<file path="src/rtl/booth_pkg.sv">
// Shared widths, data types and FSM encoding for the Booth product accumulator.
package booth_pkg;

  localparam int unsigned N       = 16;
  localparam int unsigned MAX_LEN = 64;
  localparam int unsigned GW      = $clog2(MAX_LEN);
  localparam int unsigned ACC_W   = 2 * N + GW;
  localparam int unsigned CW      = $clog2(MAX_LEN + 1);

  typedef logic signed [2*N-1:0]   prod_t;
  typedef logic signed [ACC_W-1:0] acc_t;

  typedef enum logic {
    IDLE,
    ACCUM
  } acc_state_t;

endpackage

</file>
<file path="src/rtl/booth_prod_accum.sv">
// Streaming signed accumulator: sums one vector of Booth products per output
// beat and presents the sum, beat count and truncation flag on a registered
// valid/ready port.
module booth_prod_accum #(
  parameter int unsigned N       = booth_pkg::N,
  parameter int unsigned MAX_LEN = booth_pkg::MAX_LEN
) (
  input  logic                                        clk,
  input  logic                                        rst_n,
  input  logic signed [2*N-1:0]                       prod_i,
  input  logic                                        prod_valid_i,
  input  logic                                        prod_last_i,
  output logic                                        prod_ready_o,
  input  logic                                        abort_i,
  output logic signed [2*N+$clog2(MAX_LEN)-1:0]       sum_o,
  output logic        [$clog2(MAX_LEN+1)-1:0]         count_o,
  output logic                                        trunc_o,
  output logic                                        sum_valid_o,
  input  logic                                        sum_ready_i
);

  import booth_pkg::*;

  localparam int unsigned GW    = $clog2(MAX_LEN);
  localparam int unsigned ACC_W = 2 * N + GW;
  localparam int unsigned CW    = $clog2(MAX_LEN + 1);

  acc_state_t              state, state_nxt;
  logic signed [ACC_W-1:0] acc, acc_nxt;
  logic        [CW-1:0]    cnt, cnt_nxt;

  logic signed [ACC_W-1:0] sx;
  logic signed [ACC_W-1:0] nxt;
  logic        [CW-1:0]    ncnt;
  logic                    accept;
  logic                    at_max;
  logic                    close;
  logic                    xfer;

  // Datapath terms for the beat on the input this cycle.
  always_comb begin
    sx     = {{GW{prod_i[2*N-1]}}, prod_i};
    nxt    = (state == IDLE) ? sx : acc + sx;
    ncnt   = cnt + CW'(1);
    at_max = (ncnt == CW'(MAX_LEN));
    prod_ready_o = ~abort_i & (~sum_valid_o | sum_ready_i);
    accept = prod_valid_i & prod_ready_o;
    close  = accept & (prod_last_i | at_max);
    xfer   = sum_valid_o & sum_ready_i;
  end

  // Next-state logic for the vector FSM, running sum and beat counter.
  always_comb begin
    state_nxt = state;
    acc_nxt   = acc;
    cnt_nxt   = cnt;
    if (abort_i) begin
      state_nxt = IDLE;
      acc_nxt   = '0;
      cnt_nxt   = '0;
    end else if (accept) begin
      if (close) begin
        state_nxt = IDLE;
        acc_nxt   = '0;
        cnt_nxt   = '0;
      end else begin
        state_nxt = ACCUM;
        acc_nxt   = nxt;
        cnt_nxt   = ncnt;
      end
    end
  end

  // Vector FSM, running sum and beat counter registers.
  always_ff @(posedge clk or negedge rst_n) begin
    if (!rst_n) begin
      state <= IDLE;
      acc   <= '0;
      cnt   <= '0;
    end else begin
      state <= state_nxt;
      acc   <= acc_nxt;
      cnt   <= cnt_nxt;
    end
  end

  // Output register: loads on a closing beat, drops valid on a bare transfer.
  always_ff @(posedge clk or negedge rst_n) begin
    if (!rst_n) begin
      sum_o       <= '0;
      count_o     <= '0;
      trunc_o     <= 1'b0;
      sum_valid_o <= 1'b0;
    end else if (close) begin
      sum_o       <= nxt;
      count_o     <= ncnt;
      trunc_o     <= ~prod_last_i & at_max;
      sum_valid_o <= 1'b1;
    end else if (xfer) begin
      sum_valid_o <= 1'b0;
    end
  end

endmodule

</file>
<file path="config.mk">
export PLATFORM = sky130hd
export DESIGN_NAME = booth_prod_accum
export DESIGN_NICKNAME = d
export VERILOG_FILES = /design/src/rtl/booth_pkg.sv /design/src/rtl/booth_prod_accum.sv
export SDC_FILE = /design/constraint.sdc
export NUM_CORES = 1
export LEC_CHECK = 0
export CORE_MARGIN = 3
export CORE_UTILIZATION = 55
export CTS_BUF_LIST = sky130_fd_sc_hd__clkbuf_16
export DETAILED_ROUTE_END_ITERATION = 10
export PLACE_DENSITY = 0.8
export SLEW_MARGIN = 20
export SYNTH_ARGS = -nofsm -noshare
export SYNTH_HDL_FRONTEND = slang
export SYNTH_SLANG_ARGS = --single-unit
</file>
<file path="constraint.sdc">
create_clock -name clk -period 2.9 [get_ports clk]
set_input_delay 0.435 -clock clk [delete_from_list [all_inputs] [get_ports clk]]
set_output_delay 0.435 -clock clk [all_outputs]
set_load 0.03 [all_outputs]
</file>
==> load_flow_metrics.sql <==
INSERT INTO impl_metrics (metric_group, metric, value, unit) VALUES
('yosys', 'synth_top_flop_cell', 'sky130_fd_sc_hd__dfrtp_1', ''),
('yosys', 'ys_seq_elements', '93', ''),
('floorplan', 'rows', '37', ''),
('floorplan', 'io_pins', '86', ''),
('power_and_ir_drop', 'peakVddDrop', '0.4218', 'mV'),
('yosys', 'yosys_warnings', '0', ''),
('grt', 'grt_first_pass_wirelength', '29400', 'um'),
('power_and_ir_drop', 'leakage_power', '3.848', 'nW'),
('hold_path', 'worst_hold_path_type', 'in -> async', ''),
('clocking', 'insertion_delay', '350', 'ps'),
('critical_path', 'timing.critical_path.required', '3130', 'ps'),
('place', 'dp_cell_count', '981', ''),
('grt', 'grt_start_max_net_pins', '56', ''),
('clocking', 'cts_tree', 'done', ''),
('grt', 'met1_usage', '0.3753', ''),
('clocking', 'cts_num_sinks', '93', ''),
('place', 'port_buffers', '85', ''),
('clocking', 'cts-htree-levels', '3', ''),
('place', 'dpl_worst_slack', '-624.0', 'ps'),
('clocking', 'clk_pin_slew', '60', 'ps'),
('sta', 'final-hold-violation-count', '0', ''),
('yosys', 'synth_sequential_area_ratio', '0.3815', ''),
('layout', 'area_growth_syn_to_layout', '36.90', '%'),
('critical_path', 'critPathKind', 'reg -> reg', ''),
('critical_path', 'critPathCaptureType', 'register', ''),
('grt', 'global_route.usage.met2', '0.4797', ''),
('critical_path', 'crit_path_start_kind', 'register', ''),
('sta', 'period_needed', '2899', 'ps'),
('sta', 'rsz0062_at_grt', 'true', ''),
('place', 'place.detailed.hpwl', '12740', 'um'),
('clocking', 'cts_buffers', '9', ''),
('yosys', 'number_of_enable_type_register_cells_in_the_synthesized_netlist', '0', ''),
('route', 'detail_route.wirelength', '17940', 'um'),
('yosys', 'synthArstFlopShare', '1.000', ''),
('layout', 'finish.net_count', '939', ''),
('route', 'drc', '0', ''),
('layout', 'insertedDiodeCount', '0', ''),
('route', 'routed_wire_length_per_instance', '17.91', 'um'),
('yosys', 'synth.lib_cells_used.distinct', '67', ''),
('grt', 'grt.busiest_layer', 'met2', ''),
('floorplan', 'core_region_area', '10560', 'sq um'),
('floorplan', 'floorplan.die.height', '111.3', 'um'),
('sta', 'worst_slew_margin_rel', '0.4838', ''),
('route', 'vias', '5912', ''),
('sta', 'report.final.slew_viol_count', '0', ''),
('place', 'gp_congestion', '0.8999', ''),
('sta', 'fin_ws', '0.7265', 'ps'),
('sta', 'total_negative_setup_slack', '0', 'ps'),
('yosys', 'syn_area_per_cell', '8.853', 'sq um'),
('yosys', 'syn-instance-count', '689', ''),
('critical_path', 'worst_ep_arrival_time', '3130', 'ps'),
('floorplan', 'die_width', '111.3', 'um'),
('critical_path', 'timing.critical_path.fanout_max', '4', ''),
('route', 'remaining_antenna_violation_count_after_routing', '0', ''),
('sta', 'clock-skew-final', '7.738', 'ps'),
('yosys', 'synth_nets', '766', ''),
('outcome', 'run_status', 'finished clean', ''),
('power_and_ir_drop', 'p_per_area', '514.4', 'nW/um^2'),
('yosys', 'syn_area', '6100', 'sq um'),
('floorplan', 'die_area', '12390', 'sq um'),
('clocking', 'root_buffer', 'sky130_fd_sc_hd__clkbuf_16', ''),
('route', 'drt_iter0_markers', '391', ''),
('clocking', 'clock_path_buffers', '2', ''),
('sta', 'post-route-period-util', '0.9997', ''),
('route', 'detail_route.vias_per_cell', '5.900', ''),
('floorplan', 'start_util', '0.5779', ''),
('power_and_ir_drop', 'fin_total_pwr', '0.004295', 'W'),
('grt', 'globalRouteTotalUtil', '0.2860', ''),
('route', 'drt_pre_antenna_iters', '5', ''),
('clocking', 'cts_hold_fix_bufs', '0', ''),
('layout', 'instances_no_fill', '1002', ''),
('sta', 'fin_hold_ws', '152.9', 'ps'),
('layout', 'drive_above_1_share', '0.2159', ''),
('grt', 'grt_pass1_vias', '6016', ''),
('sta', 'fmaxAchievable', '344.9', 'MHz'),
('sta', 'timing.final.setup_violations', '0', ''),
('grt', 'groute.layer.met3.usage', '0.05131', ''),
('grt', 'initial_antenna_violation_count', '0', ''),
('grt', 'grt_remaining_overflow', '0', ''),
('flow_run', 'cap_violations', '0', ''),
('sta', 'worstMarginPinSlew', '771.4', 'ps');
cell families after synthesis:
kind of cell / Yosys count / synth area share
AOI/OAI and AO/OA: 226 / 0.2353
and+or+nand+nor: 211 / 0.1555
DFF: 93 / 0.3815
buffers and inverters: 51 / 0.04062
xor gates and xnor gates: 39 / 0.05600
adders and majority gates: 39 / 0.08123
muxes: 30 / 0.04985
layout by cell type (no fill, tap or decap), types with 3 or more instances in the layout:
master,Yosys,layout
sky130_fd_sc_hd__nor2b_1,6,5
sky130_fd_sc_hd__nor2_1,31,27
sky130_fd_sc_hd__clkdlybuf4s50_1,0,80
sky130_fd_sc_hd__a21oi_1,45,42
sky130_fd_sc_hd__a31oi_4,2,3
sky130_fd_sc_hd__mux2_2,3,3
sky130_fd_sc_hd__ha_1,38,30
sky130_fd_sc_hd__nand4_1,14,14
sky130_fd_sc_hd__mux2i_1,27,27
sky130_fd_sc_hd__clkbuf_16,0,9
sky130_fd_sc_hd__a31oi_1,6,3
sky130_fd_sc_hd__or3_1,6,5
sky130_fd_sc_hd__nor3_1,4,4
sky130_fd_sc_hd__xnor2_1,25,24
sky130_fd_sc_hd__a211oi_1,3,3
sky130_fd_sc_hd__nor3b_1,3,3
sky130_fd_sc_hd__nand3_1,10,10
sky130_fd_sc_hd__o21a_1,5,5
sky130_fd_sc_hd__buf_4,3,114
sky130_fd_sc_hd__and2_1,4,4
sky130_fd_sc_hd__o21ai_0,92,75
sky130_fd_sc_hd__nand2_1,119,119
sky130_fd_sc_hd__dfrtp_1,93,92
sky130_fd_sc_hd__o31ai_1,4,3
sky130_fd_sc_hd__inv_1,13,15
sky130_fd_sc_hd__a22o_1,3,3
sky130_fd_sc_hd__nand2b_1,3,3
sky130_fd_sc_hd__ha_2,0,3
sky130_fd_sc_hd__xor2_1,14,14
sky130_fd_sc_hd__a21oi_2,1,3
sky130_fd_sc_hd__ha_4,0,5
sky130_fd_sc_hd__o21bai_1,9,8
sky130_fd_sc_hd__a21o_1,22,22
sky130_fd_sc_hd__o21ai_2,3,6
sky130_fd_sc_hd__o21ai_1,9,21
cell type report:
| type | instances | area, sq um |
|---|---|---|
| timing repair buffer | 200 | 1730 |
| sequential | 93 | 2328 |
| tap | 136 | 170.2 |
| clock inverter | 6 | 75.07 |
| clock buffer | 9 | 225.2 |
| inverter | 13 | 48.80 |
| multi-input combinational | 545 | 3772 |
| fill | 677 | 2205 |
per-stage QoR:
stage | cell area (sq um) | utilization
final | 8351 | 0.7911
after global routing | 8351 | 0.7911
after CTS | 8143 | 0.7715
after detailed placement | 7774 | 0.7365
after global placement | 7769 | 0.7360
after floorplan | 6100 | -
layer usage:
layer	vias to the layer above	routed length (um)
met5	-	0
met4	0	300
met3	26	864
met2	193	8865
met1	2892	7910
li1	2801	-
synth_stat cells, types with 2 or more instances:
cell | number | share of area
sky130_fd_sc_hd__a211oi_1 | 3 | 0.0037
sky130_fd_sc_hd__a21o_1 | 22 | 0.027
sky130_fd_sc_hd__a21oi_1 | 45 | 0.037
sky130_fd_sc_hd__a22o_1 | 3 | 0.0043
sky130_fd_sc_hd__a31o_2 | 2 | 0.0029
sky130_fd_sc_hd__a31oi_1 | 6 | 0.0062
sky130_fd_sc_hd__a31oi_4 | 2 | 0.0070
sky130_fd_sc_hd__and2_1 | 4 | 0.0041
sky130_fd_sc_hd__buf_1 | 2 | 0.0012
sky130_fd_sc_hd__buf_2 | 3 | 0.0025
sky130_fd_sc_hd__buf_4 | 3 | 0.0037
sky130_fd_sc_hd__buf_6 | 5 | 0.0092
sky130_fd_sc_hd__clkbuf_1 | 24 | 0.015
sky130_fd_sc_hd__dfrtp_1 | 93 | 0.38
sky130_fd_sc_hd__ha_1 | 38 | 0.078
sky130_fd_sc_hd__inv_1 | 13 | 0.0080
sky130_fd_sc_hd__mux2_2 | 3 | 0.0055
sky130_fd_sc_hd__mux2i_1 | 27 | 0.044
sky130_fd_sc_hd__nand2_1 | 119 | 0.073
sky130_fd_sc_hd__nand2b_1 | 3 | 0.0031
sky130_fd_sc_hd__nand3_1 | 10 | 0.0082
sky130_fd_sc_hd__nand4_1 | 14 | 0.014
sky130_fd_sc_hd__nor2_1 | 31 | 0.019
sky130_fd_sc_hd__nor2b_1 | 6 | 0.0062
sky130_fd_sc_hd__nor3_1 | 4 | 0.0033
sky130_fd_sc_hd__nor3b_1 | 3 | 0.0037
sky130_fd_sc_hd__nor4_1 | 2 | 0.0021
sky130_fd_sc_hd__o211ai_1 | 2 | 0.0025
sky130_fd_sc_hd__o21a_1 | 5 | 0.0062
sky130_fd_sc_hd__o21ai_0 | 92 | 0.075
sky130_fd_sc_hd__o21ai_1 | 9 | 0.0074
sky130_fd_sc_hd__o21ai_2 | 3 | 0.0043
sky130_fd_sc_hd__o21bai_1 | 9 | 0.011
sky130_fd_sc_hd__o31ai_1 | 4 | 0.0049
sky130_fd_sc_hd__or3_1 | 6 | 0.0062
sky130_fd_sc_hd__xnor2_1 | 25 | 0.036
sky130_fd_sc_hd__xor2_1 | 14 | 0.020
path summary, 6_finish.rpt:
kind | from | end | slack, ps | depth (start not counted)
min | rst_n | sum_o[4] | 150 | 1
max | acc[0] | sum_o[30] | 0.7 | 14
max reg2reg | acc[0] | sum_o[30] | 0.7 | 14
max in group asynchronous | rst_n | sum_o[21] | 2080 | 2
min reg2reg | sum_o[10] | sum_o[10] | 480 | 2
min in group clk | sum_o[10] | sum_o[10] | 480 | 2
state kept, by name, indices dropped and copies added, names as in the netlist:
| name | cells |
|---|---|
| acc | 38 |
| cnt | 7 |
| count_o | 7 |
| state | 1 |
| sum_o | 38 |
| sum_valid_o | 1 |
| trunc_o | 1 |
power breakdown:
part | internal, W | leakage (nW) | switching, W
registers | 0.00145 | 1.22 | 0.000104
logic | 0.000669 | 2.46 | 0.000841
clock network | 0.000739 | 0.160 | 0.000492
total | 0.00286 | 3.85 | 0.00144
worst max-delay path: stages, from the launching register on:
cell and delay [ps]:
sky130_fd_sc_hd__dfrtp_1 350, sky130_fd_sc_hd__ha_2 200, sky130_fd_sc_hd__inv_2 50, sky130_fd_sc_hd__fa_2 380
sky130_fd_sc_hd__and2b_2 260, sky130_fd_sc_hd__o2111ai_4 170, sky130_fd_sc_hd__a2111oi_4 370, sky130_fd_sc_hd__buf_4 170
sky130_fd_sc_hd__o21ai_2 50, sky130_fd_sc_hd__nand2_2 140, sky130_fd_sc_hd__buf_6 130, sky130_fd_sc_hd__a31oi_4 70
sky130_fd_sc_hd__xnor2_1 140, sky130_fd_sc_hd__mux2i_1 190, sky130_fd_sc_hd__o21ai_1 100
what timing repair did:
item	4_1_cts	5_1_grt
pin swaps	12	24
setup buffers	1	5
hold endpoints to repair	0	0
setup endpoints to repair	32	38
gates resized for setup	18	43
Note: power is estimated with default switching activity, not from simulation.
